<file path="config.mk">
export PLATFORM = sky130hd
export DESIGN_NAME = mem_arbiter
export DESIGN_NICKNAME = d
export VERILOG_FILES = /design/src/rtl/mem_arbiter_pkg.sv /design/src/rtl/rr_pick.sv /design/src/rtl/mem_arbiter.sv
export SDC_FILE = /design/constraint.sdc
export NUM_CORES = 1
export LEC_CHECK = 0
export ABC_AREA = 1
export BUFFER_PORTS_ARGS = -buffer_cell sky130_fd_sc_hd__buf_2
export CAP_MARGIN = 20
export CORE_MARGIN = 2
export CORE_UTILIZATION = 45
export CTS_BUF_LIST = sky130_fd_sc_hd__clkbuf_8
export DETAILED_ROUTE_END_ITERATION = 8
export MAX_ROUTING_LAYER = met4
export PLACE_DENSITY = 0.77
export SYNTH_ARGS = -nofsm -noshare
export SYNTH_HDL_FRONTEND = slang
export SYNTH_SLANG_ARGS = --single-unit
</file>
<file path="constraint.sdc">
create_clock -name clk -period 1.78 [get_ports clk]
set_input_delay 0.534 -clock clk [delete_from_list [all_inputs] [get_ports clk]]
set_output_delay 0.534 -clock clk [all_outputs]
set_load 0.02 [all_outputs]
</file>
<file path="src/rtl/mem_arbiter_pkg.sv">
// mem_arbiter_pkg: shared state encodings and memory direction codes for the arbiter.
package mem_arbiter_pkg;
  localparam int ARB_STATE_WIDTH = 2;
  typedef enum logic [ARB_STATE_WIDTH-1:0] {
    ARB_STATE_IDLE   = 2'd0,
    ARB_STATE_ACCESS = 2'd1,
    ARB_STATE_ACK    = 2'd2
  } arb_state_e;
  localparam logic MEM_RW_READ  = 1'b1;
  localparam logic MEM_RW_WRITE = 1'b0;
endpackage

</file>
<file path="src/rtl/rr_pick.sv">
// rr_pick: combinational 2-way round-robin picker; on a tie the port other than last wins.
module rr_pick (
  input  logic req0,
  input  logic req1,
  input  logic last,
  output logic grant_valid,
  output logic grant_id
);
  assign grant_valid = req0 | req1;
  assign grant_id    = (req0 & req1) ? ~last : req1;
endmodule

</file>
<file path="src/rtl/mem_arbiter.sv">
// mem_arbiter: shares one memory port between two 4-phase req/ack requesters with
// round-robin conflict resolution and a fixed chip-select latency.
module mem_arbiter
  import mem_arbiter_pkg::*;
#(
  parameter int DATA_W  = 16,
  parameter int ADDR_W  = 8,
  parameter int MEM_LAT = 1
) (
  input  logic              clk,
  input  logic              res,
  input  logic              req0,
  input  logic              rw0,
  input  logic [ADDR_W-1:0] a0,
  input  logic [DATA_W-1:0] d0,
  output logic              ack0,
  input  logic              req1,
  input  logic              rw1,
  input  logic [ADDR_W-1:0] a1,
  input  logic [DATA_W-1:0] d1,
  output logic              ack1,
  output logic [DATA_W-1:0] q,
  output logic              mem_cs,
  output logic              mem_rw,
  output logic [ADDR_W-1:0] mem_a,
  output logic [DATA_W-1:0] mem_d,
  input  logic [DATA_W-1:0] mem_q,
  output logic              busy
);
  arb_state_e        r_state, w_state_nxt;
  logic              r_ack0, r_ack1, r_cs, r_rw, r_busy, r_win, r_last;
  logic              w_ack0_nxt, w_ack1_nxt, w_cs_nxt, w_rw_nxt, w_busy_nxt, w_win_nxt, w_last_nxt;
  logic [ADDR_W-1:0] r_a, w_a_nxt;
  logic [DATA_W-1:0] r_d, r_q, w_d_nxt, w_q_nxt;
  logic [2:0]        r_lat, w_lat_nxt;
  logic              w_gv, w_gid, w_req_win;

  rr_pick u_pick (
    .req0       (req0),
    .req1       (req1),
    .last       (r_last),
    .grant_valid(w_gv),
    .grant_id   (w_gid)
  );

  assign w_req_win = r_win ? req1 : req0;

  always_comb begin
    w_state_nxt = r_state;
    w_ack0_nxt  = r_ack0;
    w_ack1_nxt  = r_ack1;
    w_cs_nxt    = r_cs;
    w_rw_nxt    = r_rw;
    w_a_nxt     = r_a;
    w_d_nxt     = r_d;
    w_q_nxt     = r_q;
    w_lat_nxt   = r_lat;
    w_win_nxt   = r_win;
    w_last_nxt  = r_last;
    case (r_state)
      ARB_STATE_IDLE: if (w_gv) begin
        w_state_nxt = ARB_STATE_ACCESS;
        w_cs_nxt    = 1'b1;
        w_rw_nxt    = w_gid ? rw1 : rw0;
        w_a_nxt     = w_gid ? a1 : a0;
        w_d_nxt     = w_gid ? d1 : d0;
        w_lat_nxt   = 3'(MEM_LAT - 1);
        w_win_nxt   = w_gid;
        w_last_nxt  = w_gid;
      end
      ARB_STATE_ACCESS: if (r_lat != 3'd0) begin
        w_lat_nxt = r_lat - 3'd1;
      end else begin
        w_state_nxt = ARB_STATE_ACK;
        w_cs_nxt    = 1'b0;
        w_q_nxt     = (r_rw == MEM_RW_READ) ? mem_q : r_q;
        w_ack0_nxt  = ~r_win;
        w_ack1_nxt  = r_win;
      end
      ARB_STATE_ACK: if (!w_req_win) begin
        w_state_nxt = ARB_STATE_IDLE;
        w_ack0_nxt  = 1'b0;
        w_ack1_nxt  = 1'b0;
      end
      default: begin
        // Corrupted state: recover exactly as if reset had been applied.
        w_state_nxt = ARB_STATE_IDLE;
        w_ack0_nxt  = 1'b0;
        w_ack1_nxt  = 1'b0;
        w_cs_nxt    = 1'b0;
        w_rw_nxt    = MEM_RW_READ;
        w_a_nxt     = '0;
        w_d_nxt     = '0;
        w_q_nxt     = '0;
        w_lat_nxt   = 3'd0;
        w_win_nxt   = 1'b0;
        w_last_nxt  = 1'b1;
      end
    endcase
    w_busy_nxt = w_state_nxt != ARB_STATE_IDLE;
  end

  always_ff @(posedge clk) begin
    if (!res) begin
      r_state <= ARB_STATE_IDLE;
      r_ack0  <= 1'b0;
      r_ack1  <= 1'b0;
      r_cs    <= 1'b0;
      r_rw    <= MEM_RW_READ;
      r_a     <= '0;
      r_d     <= '0;
      r_q     <= '0;
      r_lat   <= 3'd0;
      r_win   <= 1'b0;
      r_last  <= 1'b1;
      r_busy  <= 1'b0;
    end else begin
      r_state <= w_state_nxt;
      r_ack0  <= w_ack0_nxt;
      r_ack1  <= w_ack1_nxt;
      r_cs    <= w_cs_nxt;
      r_rw    <= w_rw_nxt;
      r_a     <= w_a_nxt;
      r_d     <= w_d_nxt;
      r_q     <= w_q_nxt;
      r_lat   <= w_lat_nxt;
      r_win   <= w_win_nxt;
      r_last  <= w_last_nxt;
      r_busy  <= w_busy_nxt;
    end
  end

  assign ack0   = r_ack0;
  assign ack1   = r_ack1;
  assign q      = r_q;
  assign mem_cs = r_cs;
  assign mem_rw = r_rw;
  assign mem_a  = r_a;
  assign mem_d  = r_d;
  assign busy   = r_busy;
endmodule

</file>
Word level (Yosys, flattened, before mapping)
Cells that the tools add are included.
{"block": "op_classes", "addsub": 1, "eq_ne": 7, "muxes": 32, "n_bitwise": 8, "n_reduce_logical": 10}
{"operator": "$mux W16", "count": 4}
{"operator": "$pmux W16 S2", "count": 2}
{"operator": "$mux W8", "count": 2}
{"operator": "$pmux W8 S2", "count": 1}
{"operator": "$reduce_and A3 Y1", "count": 4}
{"operator": "$mux W1", "count": 10}
{"operator": "$pmux W1 S3", "count": 3}
{"operator": "$pmux W3 S3", "count": 1}
{"operator": "$ne A2 B2 Y1 const B", "count": 4}
{"operator": "$mux W2", "count": 3}
{"operator": "$mux W3", "count": 2}
{"operator": "$not A1 Y1", "count": 6}
{"operator": "$pmux W1 S2", "count": 3}
{"operator": "$pmux W2 S3", "count": 1}
{"operator": "$reduce_or A2 Y1", "count": 2}
{"operator": "$reduce_bool A3 Y1", "count": 1}
{"operator": "$sub A3 B1 Y3 const B", "count": 1}
{"operator": "$eq A2 B1 Y1 const B", "count": 1}
{"operator": "$eq A2 B2 Y1 const B", "count": 1}
{"operator": "$logic_not A2 Y1", "count": 1}
{"operator": "$ne A2 B1 Y1 const B", "count": 1}
{"operator": "$reduce_and A2 Y1", "count": 1}
{"operator": "$reduce_bool A2 Y1", "count": 1}
{"operator": "$and A1 B1 Y1", "count": 1}
{"operator": "$or A1 B1 Y1", "count": 1}
{"block": "word_totals", "reg_bits": 52, "input_bits": 70, "output_inout_bits": 45, "word_cells": 70}

Longest topological paths before layout
{"block": "logic_depth", "ltp_word": 5, "ltp_mapped": 11, "depth_no_buf": 10}

Modules after synthesis
A second synthesis with hierarchy kept.
{"block": "unflattened", "hier_cells": 345, "hier_area_um2": 2402.3}
{"module": "mem_arbiter", "instances": 1, "cells_each": 342, "area_each_um2": 2387.3, "seq_area_each_um2": 1041.0}
{"module": "rr_pick", "instances": 1, "cells_each": 3, "area_each_um2": 15.0, "seq_area_each_um2": 0.0}

Worst setup path after synthesis
Ideal clock, no wire load.
{"block": "synth_timing", "path_type": "reg-to-reg", "from": "reg r_state[0]", "to": "reg r_q[12] (netlist: q[12])", "setup_time_ps": 113, "arrival_ps": 1336, "t_required_ps": 1667, "path_slack_ps": 331, "stages_incl_launch_ff": 12, "n_path_buf": 1, "synth_period_minus_slack_ps": 1449, "path_cell_list": "dfxtp_1 > inv_1 > ha_1 > inv_1 > nand2_1 > nor2_1 > nand2_1 > inv_1 > buf_2 > nand2_1 > nand2_1 > nor2_1"}
{"block": "synth_via", "elab_chain_cells": 4, "elab_cells_between_ends": 9, "classes_between": "eq/ne (4); mux (1); bitwise (1); reduce/logical (3)"}
{"element": "start: declaration", "line_no": "mem_arbiter.sv:30", "text": "arb_state_e r_state, w_state_nxt;"}
{"element": "start signal: assignment", "line_no": "mem_arbiter.sv:118", "text": "r_state <= w_state_nxt;"}
{"element": "$eq A2 B2 Y1 / $logic_not A2 Y1 (equally long branches)", "line_no": "mem_arbiter.sv:60", "text": "case (r_state)"}
{"element": "$reduce_or A2 Y1 (no source line)"}
{"element": "$not A1 Y1 (no source line)"}
{"element": "$reduce_and A3 Y1 (no source line)"}
{"element": "end signal: assignment", "line_no": "mem_arbiter.sv:125", "text": "r_q <= w_q_nxt;"}
{"element": "end: declaration", "line_no": "mem_arbiter.sv:34", "text": "logic [DATA_W-1:0] r_d, r_q, w_d_nxt, w_q_nxt;"}
Several ways; a longest one is shown, not always the timed one.
A chain may end at the register's enable or synchronous reset.

Final worst setup path
{"block": "layout_timing", "from": "reg r_state[1]", "to": "reg r_d[7] (netlist: mem_d[7])"}
{"block": "layout_via", "elab_chain_cells": 4, "elab_cells_between_ends": 8, "classes_between": "eq/ne (3); mux (1); bitwise (1); reduce/logical (3)"}
{"element": "$eq A2 B2 Y1 / $eq A2 B1 Y1 (equally long branches)", "line_no": "mem_arbiter.sv:60"}
{"element": "$reduce_or A2 Y1 (no source line)"}
{"element": "$not A1 Y1 (no source line)"}
{"element": "$reduce_and A2 Y1 (no source line)"}
{"element": "end signal: assignment", "line_no": "mem_arbiter.sv:124", "text": "r_d <= w_d_nxt;"}
{"element": "end: declaration", "line_no": "mem_arbiter.sv:34"}
Several ways; a longest one is shown, not always the timed one.

==> metrics.txt <==
Layout area overhead=30.3%; number of antenna-violating nets in the routed design=0; Slew Limit Headroom=0.709; initial antenna violation count=0; height of the die=79.3 µm; top post-synthesis cells by count=145 x nand2_1, 54 x nand3_1, 53 x nor2_1, 52 x dfxtp_1, 26 x a21oi_1; gr ovfl total=0; CTS max path bufs=2; CTS tree=built; CP peak stage delay=approximately 0.36 ns; Top FF cell, synth=dfxtp_1; startpoint types=register; outcome=finished clean; FFs w/ async S/R, synth=0; FF+latch count, synth=52; Fmax=around 600 MHz; count leader, synth=nand2_1; DR DRC count=0; end of the critical path=mem_d[7]; # nets final=579; Inserted Clock Buffers=5; Int Power=a little over 3 mW; setup total negative slack=0 ns; Hold Crit Class=register to register; Die W=slightly below 80 µm; sequential area share after synthesis=0.408; cell depth of the worst setup path=8; Switching Share=0.468; placed wire-length estimate=4810 µm; switching power=~2.7 mW; Cell Area, Placed=0.00321 mm²; FF-to-FF path depth=8; combinational fraction of design power=0.573; Clk network pwr share=0.120; Starting DRT DRC Count=93; max-cap violations=0; Cells after Synth=393; CTS H-tree depth=2; die footprint=around 0.0063 mm²; Core Area=between 0.005 and 0.006 mm²; CP cell instances=inv_1, ha_2, buf_4, nand2_2, nand2_2, buf_12, nand2_1, a21oi_1; PD cells=1720 mW/mm²; Setup WS pre-CTS=-0.0487 ns; final worst-path cycle share=0.931; Total GRT Usage=0.222; Via Count=2809; Unique masters post-synth=17; vias per cell=4.88; FILL cells=517; global placer's final weighted congestion=0.873; syn_area_per_cell=roughly 6.5 µm²; Initial Utilization=0.464; Slew @ Worst Pin=about 0.44 ns; Port Buffer Count=114; Hold Fails Final Rpt=0; cts hold-fix bufs=0; Yosys top cell area share=0.408; CP Max Fanout=27; Final WS setup=0.122 ns; Worst R2R End=mem_d[7]; largest net degree at the start of global routing=28; LEAKAGE=roughly 1.8 nW; top post-synthesis cells by area=dfxtp_1 41%, nand2_1 21%, nand3_1 11%, nor2_1 7.8%, a21oi_1 5.1%; postcts setup bufs=0; Critical Path RT=2.02 ns; worst r2r src=r_state[1]; Synth area leader=dfxtp_1; Cells after DPL=approximately 570; CTS clk-pin slew, worst paths=approximately 0.090 ns; DRT Wirelength=6500 µm; fin cells=576; Total Power=5.71 mW; Worst Setup SP=r_state[1]; layout cells sized above 1=0.278; 1st-pass router iterations=4; first-pass GRT wire length=11000 µm; # IOs=around 120; Final Skew=0.00774 ns; reg2reg setup slack=0.12 ns; final hold slack=0.464 ns; Synth Warn #=0; Reg power frac=0.307; clk sink count=52; slowest CP cell=dfxtp_1; setup violators final=0; Synth Cell Area=0.00255 mm²; CP Data Arrival Time=1.90 ns; Critical Path Most Common Cell=nand2_2; CP endpoint kind=register; Crit path max-delay family=buffers and inverters; diode count=0; fin area=about 0.0033 mm²; kind of critical path=register to register; FP Rows=27; min cycle time layout=between 1.5 and 2 ns; RSZ-0062 raised after global routing=yes; Bufs and invs on worst path=3; Post-Synthesis Net Count=469; fin. max-slew vios=0; vias in the first global route=between 2000 and 3000; drt wl/cell=11.3 µm; maximum vdd ir drop=0.000754 V; final core occ=0.604; clock root buffer=clkbuf_8; Post-synth EDFFs=0; Clk Latency, worst-skew pair=approximately 0.3 ns
[sequential cells by signal (all words and copies together), names as in the netlist, 2 cells and up]
name / flops
mem_a: 8
mem_d: 16
q: 16
r_lat: 3
r_state: 2
[worst min-delay path: stages, from the launching register on]
cell and delay (ns):
dfxtp_1 0.32, inv_1 0.05, a21oi_1 0.05
[metal layers]
metal  GRT usage  wire, µm  share of wire  vias to the layer above
met5           -         0              0                        -
met4      0.0586        78          0.012                        0
met3      0.0636       588          0.091                        7
met2       0.382      3050           0.47                      106
met1       0.254      2780           0.43                     1233
li1            -         -              -                     1463
[cells by family after synthesis]
| logic type | Yosys count | share of synthesized area |
|---|---|---|
| simple gates | 257 | 0.411 |
| flops | 52 | 0.408 |
| buf+inv | 41 | 0.0735 |
| compound gates | 36 | 0.0750 |
| fa+ha+maj | 6 | 0.0294 |
| xor+xnor | 1 | 0.00343 |
[timing repair]
item,4_1_cts,5_1_grt
endpoints found under the hold margin,0,0
cloned,1,0
resized for setup,0,3
endpoints found under the setup margin,4,44
[worst min path at each step]
stage                 from  cells after the start      to  slack (ns)
global route        mem_cs                      2  mem_cs        0.48
finish              mem_cs                      2  mem_cs        0.46
global placement    mem_cs                      2  mem_cs        0.44
floorplan           r_last                      2  r_last        0.44
detailed placement  mem_cs                      2  mem_cs        0.45
CTS                 mem_cs                      2  mem_cs        0.46
[cell type report]
| cell class | count | area [µm²] | area share |
|---|---|---|---|
| inverter | 18 | 67.6 | 0.0203 |
| tap | 72 | 90.1 | 0.0271 |
| timing repair buffer | 125 | 691 | 0.208 |
| sequential | 52 | 1040 | 0.313 |
| clock inverter | 2 | 11.3 | 0.00339 |
| clock buffer | 6 | 82.6 | 0.0248 |
| multi-input combinational | 301 | 1340 | 0.404 |
[cells in the final DEF (no fill, tap or decap), drive strengths merged]
cell type    n
nand2      148
buf        125
nand3       54
nor2        54
dfxtp       52
a21oi       28
inv         19
o21ai        9
clkbuf       6
ha           6
xnor2        1
nor3         1
clkinvlp     1
[power groups by stage]
stage / Combinational, mW / Sequential, mW / Clock [mW]
after detailed placement: 3.21 / 1.78 / 0
after floorplan: 1.91 / 2.16 / 0
after global placement: 3.13 / 1.77 / 0
after global routing: 3.72 / 1.80 / 0.749
after CTS: 3.26 / 1.76 / 0.704
final: 3.27 / 1.75 / 0.683
Note: power is estimated with default switching activity, not from simulation.
